--- src/rtl/huff_pkg.sv ---
// huff_pkg: shared constants, table-entry field helpers and FSM encoding
// for the bit-serial Huffman decoder.  Rev 1.0
`default_nettype none

package huff_pkg;
  localparam int NUM_SYM = 10;
  localparam int CODE_W  = 13;
  localparam int LEN_W   = 4;
  localparam int MAX_LEN = 9;
  localparam int CNT_W   = 16;
  localparam int IDX_W   = 4;

  typedef enum logic [2:0] {
    S_IDLE = 3'd0,
    S_LOAD = 3'd1,
    S_RUN  = 3'd2,
    S_HOLD = 3'd3,
    S_FIN  = 3'd4,
    S_ERR  = 3'd5
  } state_t;

  typedef logic [NUM_SYM-1:0][CODE_W-1:0] table_t;

  function automatic logic [LEN_W-1:0] entry_len(input logic [CODE_W-1:0] e);
    return e[CODE_W-1 -: LEN_W];
  endfunction

  function automatic logic [MAX_LEN-1:0] entry_code(input logic [CODE_W-1:0] e);
    return e[MAX_LEN-1:0];
  endfunction
endpackage

`default_nettype wire

--- src/rtl/huff_match.sv ---
// huff_match: combinational table lookup; reports a hit and the lowest
// index whose length equals i_len and whose low i_len bits equal i_cand.  Rev 1.0
`default_nettype none

module huff_match
  import huff_pkg::*;
(
  input  table_t             i_table,
  input  logic [MAX_LEN-1:0] i_cand,
  input  logic [LEN_W-1:0]   i_len,
  output logic               o_hit,
  output logic [IDX_W-1:0]   o_idx
);
  logic [MAX_LEN-1:0] w_mask;
  logic [NUM_SYM-1:0] w_match;

  assign w_mask = ~({MAX_LEN{1'b1}} << i_len);

  always_comb begin
    w_match = '0;
    for (int i = 0; i < NUM_SYM; i++) begin
      w_match[i] = (i_len != '0) && (entry_len(i_table[i]) == i_len) &&
                   ((entry_code(i_table[i]) & w_mask) == (i_cand & w_mask));
    end
  end

  // Descending scan so the lowest matching index wins.
  always_comb begin
    o_hit = |w_match;
    o_idx = '0;
    for (int i = NUM_SYM - 1; i >= 0; i--) begin
      if (w_match[i]) o_idx = IDX_W'(i);
    end
  end
endmodule

`default_nettype wire

--- src/rtl/huffman_decoder.sv ---
// huffman_decoder: bit-serial MSB-first Huffman decoder over a latched 10-entry
// code table. HUFF_DEC_SKID_EN adds a 1-entry symbol skid buffer.  Rev 1.0
`default_nettype none

module huffman_decoder
  import huff_pkg::*;
(
  input  logic               Clk_in,
  input  logic               n_Rst,
  input  logic               Start_decode,
  input  logic [CODE_W-1:0]  Code0,
  input  logic [CODE_W-1:0]  Code1,
  input  logic [CODE_W-1:0]  Code2,
  input  logic [CODE_W-1:0]  Code3,
  input  logic [CODE_W-1:0]  Code4,
  input  logic [CODE_W-1:0]  Code5,
  input  logic [CODE_W-1:0]  Code6,
  input  logic [CODE_W-1:0]  Code7,
  input  logic [CODE_W-1:0]  Code8,
  input  logic [CODE_W-1:0]  Code9,
  input  logic [CNT_W-1:0]   Num_sym,
  input  logic               Bit_in,
  input  logic               Bit_valid,
  output logic               Bit_ready,
  output logic [IDX_W-1:0]   Sym_out,
  output logic               Sym_valid,
  input  logic               Sym_ready,
  output logic               Busy,
  output logic               Done,
  output logic               Decode_err,
  output logic [CNT_W-1:0]   Sym_count
);
`ifdef HUFF_DEC_SKID_EN
  localparam bit SKID_EN = 1'b1;
`else
  localparam bit SKID_EN = 1'b0;
`endif

  state_t             r_state, w_next;
  table_t             r_table, w_codes;
  logic [CNT_W-1:0]   r_num, r_count, r_dec;
  logic [MAX_LEN-2:0] r_acc;
  logic [LEN_W-1:0]   r_cnt, w_n;
  logic [MAX_LEN-1:0] w_cand;
  logic               w_hit;
  logic [IDX_W-1:0]   w_idx;
  logic               r_sym_valid, r_skid_valid, r_err;
  logic [IDX_W-1:0]   r_sym_out, r_skid;
  logic               w_take, w_push, w_pop, w_err_hit, w_last_dec, w_last_pop;

  assign w_codes    = {Code9, Code8, Code7, Code6, Code5, Code4, Code3, Code2, Code1, Code0};
  assign w_cand     = {r_acc, Bit_in};
  assign w_n        = r_cnt + 1'b1;
  assign Bit_ready  = (r_state == S_RUN) && !(r_sym_valid && r_skid_valid);
  assign w_take     = Bit_ready && Bit_valid;
  assign w_push     = w_take && w_hit;
  assign w_pop      = r_sym_valid && Sym_ready;
  assign w_err_hit  = w_take && !w_hit && (w_n == LEN_W'(MAX_LEN));
  assign w_last_dec = (r_dec + 1'b1) == r_num;
  assign w_last_pop = (r_count + 1'b1) == r_num;

  assign Sym_out    = r_sym_out;
  assign Sym_valid  = r_sym_valid;
  assign Decode_err = r_err;
  assign Sym_count  = r_count;

  huff_match u_match (
    .i_table (r_table),
    .i_cand  (w_cand),
    .i_len   (w_n),
    .o_hit   (w_hit),
    .o_idx   (w_idx)
  );

  always_comb begin
    w_next = r_state;
    Busy   = 1'b0;
    Done   = 1'b0;
    case (r_state)
      S_IDLE: if (Start_decode) w_next = S_LOAD;
      S_LOAD: begin
        Busy   = 1'b1;
        w_next = (Num_sym == '0) ? S_FIN : S_RUN;
      end
      S_RUN: begin
        Busy = 1'b1;
        // With the skid buffer, keep decoding until every symbol is decoded.
        if (w_push)         w_next = (!SKID_EN || w_last_dec) ? S_HOLD : S_RUN;
        else if (w_err_hit) w_next = S_ERR;
      end
      S_HOLD: begin
        Busy = 1'b1;
        if (w_pop) begin
          if (w_last_pop)    w_next = S_FIN;
          else if (!SKID_EN) w_next = S_RUN;
        end
      end
      S_FIN: begin
        Done   = 1'b1;
        w_next = S_IDLE;
      end
      S_ERR:   if (Start_decode) w_next = S_LOAD;
      default: w_next = S_IDLE;
    endcase
  end

  always_ff @(posedge Clk_in or negedge n_Rst) begin
    if (!n_Rst) begin
      r_state      <= S_IDLE;
      r_table      <= '0;
      r_num        <= '0;
      r_count      <= '0;
      r_dec        <= '0;
      r_acc        <= '0;
      r_cnt        <= '0;
      r_err        <= 1'b0;
      r_sym_valid  <= 1'b0;
      r_sym_out    <= '0;
      r_skid_valid <= 1'b0;
      r_skid       <= '0;
    end else begin
      r_state <= w_next;
      if (r_state == S_LOAD) begin
        r_table      <= w_codes;
        r_num        <= Num_sym;
        r_count      <= '0;
        r_dec        <= '0;
        r_acc        <= '0;
        r_cnt        <= '0;
        r_err        <= 1'b0;
        r_sym_valid  <= 1'b0;
        r_skid_valid <= 1'b0;
      end else begin
        if (w_take) begin
          if (w_hit) begin
            r_acc <= '0;
            r_cnt <= '0;
            r_dec <= r_dec + 1'b1;
          end else if (w_err_hit) begin
            r_err <= 1'b1;
          end else begin
            r_acc <= w_cand[MAX_LEN-2:0];
            r_cnt <= w_n;
          end
        end
        if (w_pop) r_count <= r_count + 1'b1;
        // Output register refills from the skid entry first to keep order.
        if (w_pop) begin
          if (r_skid_valid) begin
            r_sym_out    <= r_skid;
            r_skid_valid <= w_push;
            if (w_push) r_skid <= w_idx;
          end else begin
            r_sym_valid <= w_push;
            if (w_push) r_sym_out <= w_idx;
          end
        end else if (w_push) begin
          if (!r_sym_valid) begin
            r_sym_valid <= 1'b1;
            r_sym_out   <= w_idx;
          end else begin
            r_skid_valid <= 1'b1;
            r_skid       <= w_idx;
          end
        end
      end
    end
  end
endmodule

`default_nettype wire

--- config.mk ---
export PLATFORM = sky130hd
export DESIGN_NAME = huffman_decoder
export DESIGN_NICKNAME = d
export VERILOG_FILES = /design/src/rtl/huff_pkg.sv /design/src/rtl/huff_match.sv /design/src/rtl/huffman_decoder.sv
export SDC_FILE = /design/constraint.sdc
export NUM_CORES = 1
export LEC_CHECK = 0
export CAP_MARGIN = 20
export CORE_UTILIZATION = 38
export DETAILED_ROUTE_END_ITERATION = 12
export GPL_TIMING_DRIVEN = 1
export PLACE_DENSITY = 0.68
export SLEW_MARGIN = 20
export SYNTH_ARGS = -nofsm -noshare
export SYNTH_HDL_FRONTEND = slang
export SYNTH_SLANG_ARGS = --single-unit
--- constraint.sdc ---
create_clock -name Clk_in -period 3.2 [get_ports Clk_in]
set_clock_uncertainty 0.05 [all_clocks]
set_input_delay 0.48 -clock Clk_in [delete_from_list [all_inputs] [get_ports Clk_in]]
set_output_delay 0.48 -clock Clk_in [all_outputs]
set_load 0.02 [all_outputs]
==> reports/summary.txt <==
=================================================================================================
Result of the run                                                                    finished, violations left
Violations in the final reports                                                      design-rule violations, negative hold slack, negative setup slack
Global-route wire length before repair                                               50500 microns
Startpoint class of the critical path                                                    register
Std cell rows                                                                                  59
Worst IR Drop VDD                                                                      0.000547 V
Number of nets at the end of the flow                                                        1602
Synthesized net count                                                                        1355
Slew @ Worst Pin                                                                         0.952 ns
Internal power of the cells                                                               8.02 mW
Ant. Diodes                                                                                     0
Ys async rst share                                                                           100%
Syn_area_per_cell                                                                      8.55 sq um
Critical Path End Type                                                                   register
Antenna violations before repair                                                                1
Final critical-path setup slack                                                         -0.133 ns
Number of flip-flops and latches in the synthesized netlist                                   188
Area of the core region                                                              0.0262 sq mm
Fin crit period                                                                           3.33 ns
Leak                                                                                      6.44 nW
Width of the die                                                                      166 microns
Number of top-level pins                                                                      177
Y dimension of the die                                                                166 microns
Final weighted congestion of routability-driven global placement                            0.903
Grt total ovfl                                                                                  0
Total power density per cell area                                                    1010 mW/mm^2
Upper clock frequency limit                                                               300 MHz
Root Buffer                                                                          sky130_fd_sc_hd__clkbuf_16
Wire length after detailed routing                                                   31500 microns
Post-synth EDFFs                                                                                0
Number of clock buffers inserted by TritonCTS                                                  17
Number of buffers added to fix hold violations after cts                                        0
Data required, critical path                                                              3.48 ns
First-iteration detailed-routing DRC count                                                    730
Post-detailed-route count of antenna-violating nets                                             0
H-tree lvl count                                                                                4
DR pass1 iterations                                                                             9
Largest net degree at the start of global routing                                              71
Worst skew pair latency                                                                   0.45 ns
DRC violation count after routing                                                              10
Largest cells by area after synthesis                                                sky130_fd_sc_hd__dfrtp_1 (46%), sky130_fd_sc_hd__nand2_1 (17%), sky130_fd_sc_hd__xnor2_1 (6.4%), sky130_fd_sc_hd__xor2_1 (6.4%), sky130_fd_sc_hd__nor2_1 (1.7%)
TritonCTS clock tree                                                                          yes
Proportion of synthesized chip area in sequential cells                                     46.0%
Pre-CTS WS                                                                              -0.349 ns
Initial standard-cell utilization of the core                                               39.1%
Number of distinct library cell variants in the gate-level netlist after synthesis             69
Class of the worst hold path                                                             in2async
Vias in the first global route                                                               9330
Instance count of the mapped netlist                                                         1197
Max-slew violation count                                                                        0
Post-layout total power                                                                   14.1 mW
CTS Sinks                                                                                     188
Ys Warns                                                                                        0
Part of the power in registers                                                              31.3%
Combinational fraction of design power                                                      53.2%
Vias per inst                                                                                5.14
Period Utilization, post-route                                                               104%
Fill cell total of the finished layout                                                       2404
Overall fraction of global-route tracks in use                                              23.5%
Net load switching power                                                                  6.06 mW
Die Area                                                                             0.0276 sq mm
Fraction of layout instances using a drive strength above 1                                 14.4%
Hpwl dp                                                                              23300 microns
Area of combinational cells with multiple inputs                                     0.00546 sq mm
Final setup vio count                                                                          21
Max-slew headroom                                                                           35.9%
Number of violations of the max-capacitance limit                                               0
Clock Tree Buf Depth                                                                            2
Synth-to-layout area growth                                                                 36.8%
Proportion of netlist area held by the largest area contributor                             46.0%
Total of buffers placed on input and output ports                                             176
Critical Path AT                                                                          3.62 ns
Unrepaired setup endpoints after global routing                                               yes
Top-count cell post-synth                                                            sky130_fd_sc_hd__nand2_1
Cell type contributing the most total cell area after synthesis                      sky130_fd_sc_hd__dfrtp_1
Endpoints failing hold                                                                         13
Total via count in the routed design                                                         9206
Setup CP Type                                                                             reg2reg
Switching share of power                                                                    43.0%
Final core utilization                                                                      53.4%
WL/cell                                                                              17.6 microns
Main synth FF type                                                                   sky130_fd_sc_hd__dfrtp_1
Clock network fraction of design power                                                      15.5%
Clock input transition at the sequential cells of the worst setup and hold paths          0.08 ns
Post-synth design cell area                                                          0.0102 sq mm
Commonest cells in the synthesized netlist                                           sky130_fd_sc_hd__nand2_1 (472), sky130_fd_sc_hd__dfrtp_1 (188), sky130_fd_sc_hd__xnor2_1 (75), sky130_fd_sc_hd__xor2_1 (75), sky130_fd_sc_hd__nor2_1 (47)
Maximum fanout count along the critical path                                                    7
Worst hold slack                                                                       -0.0210 ns
Area taken by flip-flops and latches                                                 0.00470 sq mm
=================================================================================================
==> path summary, 6_finish.rpt <==
kind	from	end	slack (ns)	cells past startpoint
min in group Clk_in	Decode_err	Decode_err	0.44	1
min	n_Rst	r_table[122]	-0.02	1
max in group asynchronous	n_Rst	r_acc[1]	2.28	2
max reg2reg	r_cnt[1]	Sym_out[3]	-0.13	14
max	r_cnt[1]	Sym_out[3]	-0.13	14
min reg2reg	Decode_err	Decode_err	0.44	1
==> cell families after synthesis <==
kind of cell,after synthesis,synth area share [%]
AND/OR/NAND/NOR,633,26.4
XOR/XNOR,151,13.0
buffers and inverters,76,3.14
AO/OA/AOI/OAI,126,8.96
flip-flops,188,46.0
multiplexers,17,1.86
adder cells (fa/ha/maj),6,0.733
==> stage by stage <==
| step | setup TNS [ns] | cells | area, sq um |
|---|---|---|---|
| 6_report | -1.42 | 1792 | 14000 |
| 2_1_floorplan | -0.405 | 1197 | 10300 |
| 3_5_place_dp | -5.27 | 1748 | 13100 |
| 4_1_cts | -0.969 | 1792 | 14000 |
| 5_1_grt | -5.73 | 1792 | 14000 |
| 3_3_place_gp | -3.80 | 1748 | 13100 |
==> power by group through the flow <==
stage	registers (mW)	clock network (mW)	logic [mW]
CTS	4.40	2.23	7.39
finish	4.41	2.18	7.49
global placement	4.42	0	6.90
floorplan	4.09	0	4.53
detailed placement	4.44	0	6.98
global route	4.52	2.32	8.20
==> critical path, cell delays in order (launching register included) <==
cell and delay, ns:
sky130_fd_sc_hd__dfrtp_1 0.41, sky130_fd_sc_hd__ha_4 0.18, sky130_fd_sc_hd__inv_4 0.04, sky130_fd_sc_hd__ha_4 0.30, sky130_fd_sc_hd__buf_6 0.13, sky130_fd_sc_hd__nand2b_1 0.05, sky130_fd_sc_hd__mux2_4 0.35, sky130_fd_sc_hd__nor2_4 0.17
sky130_fd_sc_hd__buf_6 0.12, sky130_fd_sc_hd__nor2_2 0.03, sky130_fd_sc_hd__or3_4 0.39, sky130_fd_sc_hd__and4bb_4 0.25, sky130_fd_sc_hd__a31o_4 0.25, sky130_fd_sc_hd__a21oi_4 0.20, sky130_fd_sc_hd__mux2_4 0.32
==> cell usage in the layout, fill, tap and decap left out, drive strengths merged, types with 5 or more instances in the layout <==
| master | n |
|---|---|
| buf | 117 |
| nand4 | 11 |
| nand2b | 6 |
| mux2 | 10 |
| nor2b | 8 |
| mux2i | 7 |
| clkinv | 8 |
| clkdlybuf4s50 | 175 |
| a32oi | 5 |
| nand2 | 472 |
| nor4 | 16 |
| nand3 | 15 |
| or3 | 10 |
| and2 | 5 |
| ha | 6 |
| inv | 18 |
| xor2 | 76 |
| xnor2 | 75 |
| a22oi | 5 |
| nor2 | 49 |
| dfrtp | 188 |
| o22ai | 5 |
| a21oi | 16 |
| nor3b | 6 |
| clkbuf | 17 |
| a32o | 11 |
| o21ai | 30 |
| a31oi | 9 |
| o2111ai | 7 |
| nor3 | 21 |
==> registers in the layout, summed over array words and instances, names as in the netlist <==
| register | flops |
|---|---|
| r_table | 130 |
| Sym_count | 16 |
| r_num | 16 |
| r_acc | 8 |
| Sym_out | 4 |
| r_cnt | 4 |
| r_skid | 4 |
| r_state | 3 |
| Decode_err | 1 |
| Sym_valid | 1 |
| r_skid_valid | 1 |
==> metal layers <==
layer / up-vias / track usage (%) / wire (microns)
met5: - / 0 / 13
met4: 2 / 7.72 / 696
met3: 55 / 4.22 / 2000
met2: 313 / 38.5 / 15000
met1: 4383 / 31.4 / 13800
li1: 4453 / - / -
==> final cells by class <==
cell class	instances	share of cell area (%)
inverter	12	0.357
timing repair buffer	292	19.6
sequential	188	33.6
multi-input combinational	933	39.0
clock buffer	17	3.04
tap	335	2.99
clock inverter	15	1.36
==> what timing repair did <==
action,in CTS,in global routing
hold endpoints to repair,0,0
resized for setup,38,9
cloned,1,0
setup buffers,11,0
setup endpoints to repair,26,26
pin swaps,14,7
Power figures use the tool's default switching activity.
